## src/rtl/seq_detect_param.sv

```systemverilog
// Serial pattern detector: one bit per rising edge of next, programmable pattern, overlap and lock-out.
// Latency 1 clk from the accepting edge; no backpressure, steps are simply ignored while locked.
module seq_detect_param #(
    parameter int                 PAT_LEN    = 4,
    parameter logic [PAT_LEN-1:0] PATTERN    = 4'b1011,
    parameter int                 OVERLAP    = 1,
    parameter int                 LOCK_AFTER = 0,
    parameter int                 CNT_W      = 8,
    parameter int                 PW         = $clog2(PAT_LEN + 1)
) (
    input  logic             clk,
    input  logic             reset,
    input  logic             next,
    input  logic             in,
    input  logic             clear,
    output logic [PW-1:0]    state_display,
    output logic             out,
    output logic [CNT_W-1:0] match_count,
    output logic             locked
);

    typedef enum logic [1:0] {
        IDLE   = 2'd0,
        RUN    = 2'd1,
        LOCKED = 2'd2
    } state_t;

    state_t             state_q, state_d;
    logic               next_last_q, next_last_d;
    logic [PAT_LEN-1:0] hist_q, hist_d;
    logic [PW-1:0]      vld_q, vld_d;
    logic               out_q, out_d;
    logic [CNT_W-1:0]   cnt_q, cnt_d;

    logic               step;
    logic               match_now;
    logic [PAT_LEN-1:0] hist_step;
    logic [PW-1:0]      vld_step;
    logic [CNT_W-1:0]   cnt_step;

    logic [PAT_LEN-1:0] mask;
    logic [PAT_LEN-1:0] pat_top;
    logic [PW-1:0]      prog;

    always_comb begin
        next_last_d = next;
        hist_d      = hist_q;
        vld_d       = vld_q;
        out_d       = out_q;
        cnt_d       = cnt_q;
        state_d     = state_q;

        step      = next && !next_last_q && (state_q != LOCKED);
        hist_step = {hist_q[PAT_LEN-2:0], in};
        vld_step  = (vld_q == PW'(PAT_LEN)) ? vld_q : vld_q + 1'b1;
        cnt_step  = (&cnt_q) ? cnt_q : cnt_q + 1'b1;
        match_now = (vld_step == PW'(PAT_LEN)) && (hist_step == PATTERN);

        // clear wins over a coincident step; that step is lost
        if (clear) begin
            hist_d  = '0;
            vld_d   = '0;
            out_d   = 1'b0;
            cnt_d   = '0;
            state_d = IDLE;
        end else if (step) begin
            hist_d  = hist_step;
            vld_d   = vld_step;
            out_d   = match_now;
            state_d = RUN;
            if (match_now) begin
                cnt_d = cnt_step;
                if (OVERLAP == 0) begin
                    vld_d   = '0;
                    state_d = IDLE;
                end
                if (LOCK_AFTER != 0 && 32'(cnt_step) == LOCK_AFTER) begin
                    state_d = LOCKED;
                    out_d   = 1'b0;
                end
            end
        end
    end

    // Longest proper prefix of PATTERN that ends the valid history; longest k wins.
    always_comb begin
        prog    = '0;
        mask    = '0;
        pat_top = '0;
        for (int k = 1; k < PAT_LEN; k++) begin
            mask = '0;
            for (int j = 0; j < PAT_LEN; j++) begin
                if (j < k) mask[j] = 1'b1;
            end
            pat_top = PATTERN >> (PAT_LEN - k);
            if (PW'(k) <= vld_q && ((hist_q ^ pat_top) & mask) == '0) begin
                prog = PW'(k);
            end
        end
    end

    always_ff @(posedge clk or negedge reset) begin
        if (!reset) begin
            state_q     <= IDLE;
            next_last_q <= 1'b0;
            hist_q      <= '0;
            vld_q       <= '0;
            out_q       <= 1'b0;
            cnt_q       <= '0;
        end else begin
            state_q     <= state_d;
            next_last_q <= next_last_d;
            hist_q      <= hist_d;
            vld_q       <= vld_d;
            out_q       <= out_d;
            cnt_q       <= cnt_d;
        end
    end

    assign state_display = (state_q == LOCKED) ? PW'(PAT_LEN) : prog;
    assign out           = out_q;
    assign match_count   = cnt_q;
    assign locked        = (state_q == LOCKED);

endmodule

```

## config.mk

```make
export PLATFORM = sky130hd
export DESIGN_NAME = seq_detect_param
export DESIGN_NICKNAME = d
export VERILOG_FILES = /design/src/rtl/seq_detect_param.sv
export SDC_FILE = /design/constraint.sdc
export NUM_CORES = 1
export LEC_CHECK = 0
export BUFFER_PORTS_ARGS = -buffer_cell sky130_fd_sc_hd__buf_2
export CAP_MARGIN = 25
export CORE_MARGIN = 5
export CORE_UTILIZATION = 35
export CTS_CLUSTER_SIZE = 10
export DETAILED_ROUTE_END_ITERATION = 10
export GPL_TIMING_DRIVEN = 0
export PLACE_DENSITY = 0.63
export SETUP_SLACK_MARGIN = 0.15
export SLEW_MARGIN = 0
export SYNTH_ARGS = -nofsm -noshare
export SYNTH_HDL_FRONTEND = slang
export SYNTH_SLANG_ARGS = --single-unit
```

## constraint.sdc

```tcl
create_clock -name clk -period 2.07 [get_ports clk]
set_clock_uncertainty 0.1 [all_clocks]
set_input_delay 0.207 -clock clk [delete_from_list [all_inputs] [get_ports clk]]
set_output_delay 0.207 -clock clk [all_outputs]
set_load 0.02 [all_outputs]
```

Word-level counts from Yosys, hierarchy flattened
Cells that the tools add are included.
{ "op_classes": {"n_bitwise": 3, "eq_ne": 6, "n_addsub": 2, "reduce_logical": 14, "muxes": 17, "n_lt_le_gt_ge": 3} }
{ "ops": {"columns": ["op", "count"], "rows": [
  ["$mux 8", 4],
  ["$mux 3", 8],
  ["$logic_not 4->1", 3],
  ["$add 8x1->8 const B", 1],
  ["$reduce_and 8->1", 1],
  ["$eq 3x3->1 const B", 2],
  ["$le 2x3->1 const A", 2],
  ["$logic_and 1x1->1", 6],
  ["$eq 4x4->1 const B", 1],
  ["$mux 2", 2],
  ["$ne 2x2->1 const B", 2],
  ["$reduce_bool 2->1", 2],
  ["$add 3x1->3 const B", 1],
  ["$le 1x3->1 const A", 1],
  ["$mux 1", 3],
  ["$reduce_and 3->1", 1],
  ["$eq 2x2->1 const B", 1],
  ["$not 1->1", 2],
  ["$not 2->2", 1],
  ["$logic_not 1->1", 1]
]} }
{ "word_totals": {"out_inout_bits": 13, "in_bits": 5, "reg_bits": 18} }

Longest topological paths before layout
{ "logic_depth": {"ltp_word": 7, "mapped_depth": 8, "depth_no_buf": 7} }

Least setup slack after synthesis
OpenSTA, ideal clock, no wires.
{ "synth_timing": {"kind": "register to register", "from": "reg vld_q[0]", "to": "reg cnt_q[6] (netlist: match_count[6])", "period_less_slack_ps": 2246, "setup_ps": 77, "stages_incl_launch_ff": 9, "n_path_buf": 1, "setup_slack_ps": -176, "arrival_ps": 2068, "path_cell_list": "dfrtp_1 inv_1 ha_1 or3b_4 a31oi_4 nand3_2 buf_6 or4_1 a21oi_1"} }
{ "synth_between": {"elab_chain_cells": 6, "word_cells_on_any_way": 7, "cone_classes": "1 x add/sub; 2 x eq/ne; 1 x mux; 3 x reduce/logical"} }
{ "synth_rtl": {"columns": ["element", "line_no", "text"], "rows": [
  ["from (decl)", "31", "logic [PW-1:0] vld_q, vld_d;"],
  ["from (signal assigned)", "114", "vld_q <= vld_d;"],
  ["$add 3x1->3 / $eq 3x3->1 (equally long branches)", "55", "vld_step = (vld_q == PW'(PAT_LEN)) ? vld_q : vld_q + 1'b1;"],
  ["$mux 3 (*)", "55", null],
  ["$eq 3x3->1 (*)", "57", "match_now = (vld_step == PW'(PAT_LEN)) && (hist_step == PATTERN);"],
  ["$logic_and 1x1->1 (*)", "57", null],
  ["$reduce_bool 2->1 (no line) (*)", null, null],
  ["$reduce_and 3->1 (no line) (*)", null, null],
  ["to (signal assigned)", "116", "cnt_q <= cnt_d;"],
  ["to (decl)", "33", "logic [CNT_W-1:0] cnt_q, cnt_d;"]
]} }
Every way passes the cells marked *; elsewhere a longest branch is shown, timed or not.
A chain may end at the register's enable or synchronous reset.

Worst setup path after layout
Ends and elaborated chain as after synthesis.

==> summary.md <==
| Metric | Value |
|---|---|
| Status | complete, but fails checks |
| Violated checks | negative setup slack |
| Reg clk slew, reported paths | 100 ps |
| NetSw | 0.152 mW |
| Dominant cell type by area after synthesis | dfrtp_1 |
| First-pass GRT wire length | 3220 µm |
| Slew Limit Fails | 0 |
| Die area | 3690 µm² |
| Power density over the cells | 511 nW/µm² |
| Cell Count, Final, Fillers Out | 154 |
| Rows | 18 |
| Hold_ws | 32.8 ps |
| Commonest non-fill, non-tap cell in the layout | buf_2 |
| Num ports | 18 |
| Avg WL per Cell | 12.6 µm |
| Hold Fails Final Rpt | 0 |
| Starting Density | 0.364 |
| Number of fill cells | 245 |
| Syn Std Cell Area | 901 µm² |
| Total core area | 2480 µm² |
| Kind of critical path | flop to flop |
| Chip height | 60.7 µm |
| RSZ-0062 raised after global routing | true |
| Gp weighted congestion | 0.767 |
| Number of global-route vias before repair | 743 |
| # port buffers | 15 |
| Most frequent cells in the layout | 15 x buf_2, 14 x dfrtp_1, 12 x a21oi_1, 12 x buf_4, 11 x nand2_1 |
| Dpl cells | 136 |
| Endpoint class of the critical path | flop |
| Synth top area cells | dfrtp_1 44%, a21oi_1 7.2%, ha_1 5.6%, nand2_1 4.6%, nor4b_4 2.6% |
| GRT Util Overall | 0.117 |
| Final setup margin | -160 ps |
| Comb pwr share | 0.132 |
| Worst skew pair latency | 290 ps |
| Drt total wl | 1940 µm |
| DRT Pass-1 Iters | 4 |
| Post-DP HPWL | 1310 µm |
| Flop pwr share | 0.525 |
| Worst VDD drop | 0.254 mV |
| Clock group share of total power | 0.343 |
| CTS root buffer | clkbuf_4 |
| Cell count after synthesis | 90 |
| Period utilization | 1.08 |
| Final setup violation count | 6 |
| Syn Area/Cell | 10.0 µm² |
| Pleak | 0.538 nW |
| Worst endpoint data arrival time | 2350 ps |
| Via count | 790 |
| DR iter-0 viols | 11 |
| Max frequency | 0.448 GHz |
| Reg area | 403 µm² |
| CTS tree | done |
| Area grow syn2layout | 33.9% |
| Final global-route overflow total | 0 |
| Final Net Count | 134 |
| Crit path largest cell delay | 440 ps |
| Seq/Total Area, Yosys | 0.444 |
| Share of cells above drive strength 1 | 0.395 |
| ANT nets after route | 0 |
| Crit-path slowest cell | dfrtp_2 |
| DRC violations left | 0 |
| Yosys warnings | 0 |
| Footprint of the multi-input gates | 495 µm² |
| H-tree depth | 1 |
| Internal Power | 0.465 mW |
| Max FO, Critical Path | 8 |
| HP Class | input pin to flop |
| Antenna violations before repair | 0 |
| CTS sink cnt | 16 |
| Worst EP required | 2190 ps |
| Die width | 60.7 µm |
| Unique masters post-synth | 32 |
| Synthesized flop and latch total | 16 |
| Top-area cell type share of the netlist area | 0.444 |
| Sw Share | 0.246 |
| Num CTS Buffers | 3 |
| Pin count of the biggest net entering global routing | 17 |
| Crit path launch type | flop |
| Max-cap check violation count | 0 |
| Diode count | 0 |
| Worst-path cell chain | inv_2 > ha_4 > or3b_4 > a31oi_4 > nand3_2 > buf_6 > or4_1 > a21oi_1 |
| Final min period | 2230 ps |
| CTS max path bufs | 2 |
| Via density | 5.13 |
repair_timing:
action                     4_1_cts  5_1_grt
resized for setup                5        5
pin swaps                        3        6
setup buffers                    9        3
setup endpoints to repair        8        8
hold buffers                     2        0
hold endpoints to repair        17        0
routing by layer:
layer / up-vias / share of wire / global-route usage
met5: - / 0 / 0
met3: 2 / 0.025 / 0.0277
met1: 390 / 0.43 / 0.141
li1: 389 / - / -
met2: 9 / 0.53 / 0.194
met4: 0 / 0.0098 / 0.0619
critical path, delay by kind of cell (launching register included):
family,cells,cell delay [ps]
flops,1,440
simple gates,3,870
compound gates,2,360
buf+inv,2,220
fa+ha+maj,1,160
state kept, by name (all words and copies together) (netlist names):
register / count
vld_q: 3
next_last_q: 1
match_count: 8
hist_q: 3
out: 1
cell families (layout without fill, tap and decap cells):
kind of cell | after synthesis | in the layout | synth area share
AO/OA/AOI/OAI | 22 | 22 | 0.161
XOR/XNOR | 3 | 3 | 0.0292
adder cells (fa/ha/maj) | 4 | 4 | 0.0556
buffers and inverters | 7 | 40 | 0.0458
flip-flops | 16 | 16 | 0.444
multiplexers | 1 | 1 | 0.0111
other | 1 | 2 | 0.00416
AND/OR/NAND/NOR | 36 | 36 | 0.249
metrics by stage:
stage	setup WS [ps]	util	instance area (µm²)	TNS (ps)	total power, mW
CTS	-121	0.471	1170	-415	0.616
global route	-246	0.487	1210	-1310	0.653
floorplan	-124	-	910	-179	0.366
detailed placement	-303	0.413	1020	-1130	0.386
finish	-160	0.487	1210	-631	0.617
global placement	-268	0.413	1020	-871	0.384
power groups by stage:
stage | combinational [mW] | clock [mW] | sequential [mW]
6_report | 0.0813 | 0.212 | 0.324
3_5_place_dp | 0.0555 | 0 | 0.330
3_3_place_gp | 0.0542 | 0 | 0.330
4_1_cts | 0.0754 | 0.217 | 0.323
5_1_grt | 0.0900 | 0.238 | 0.325
2_1_floorplan | 0.0374 | 0 | 0.328
area by class of cell:
| cell class | count | area share |
|---|---|---|
| Tap cell | 30 | 0.0311 |
| Sequential cell | 16 | 0.334 |
| Clock buffer | 4 | 0.0301 |
| Multi-Input combinational cell | 68 | 0.411 |
| Inverter | 3 | 0.00934 |
| Buffer | 4 | 0.0249 |
| Timing Repair Buffer | 29 | 0.160 |
synth_stat cells:
cell and instances:
dfrtp_1 16, a21oi_1 13, nand2_1 11, nor2_1 5, ha_1 4, inv_1 3
o31ai_1 3, or3_1 3, or4_1 3, buf_4 2, nand3_1 2, nand4_1 2
nor2b_1 2, o21ai_1 2, xor2_1 2, a22oi_1 1, a31oi_4 1, and4b_1 1
buf_6 1, clkbuf_1 1, conb_1 1, mux2i_1 1, nand3_2 1, nand3b_1 1
nor3_1 1, nor4b_4 1, o31a_2 1, o32ai_1 1, or2b_2 1, or2b_4 1
or3b_4 1, xnor2_1 1
final timing paths:
kind / startpoint / end / slack (ps) / depth (start not counted)
setup / recovery: vld_q[0] / match_count[6] / -160 / 8
hold / removal: clear / vld_q[1] / 30 / 2
setup reg to reg: vld_q[0] / match_count[6] / -160 / 8
min in group asynchronous: reset / hist_q[2] / 250 / 2
max in group asynchronous: reset / vld_q[0] / 1340 / 2
hold reg to reg: hist_q[2] / hist_q[2] / 440 / 2
(Power assumes the default switching activity.)
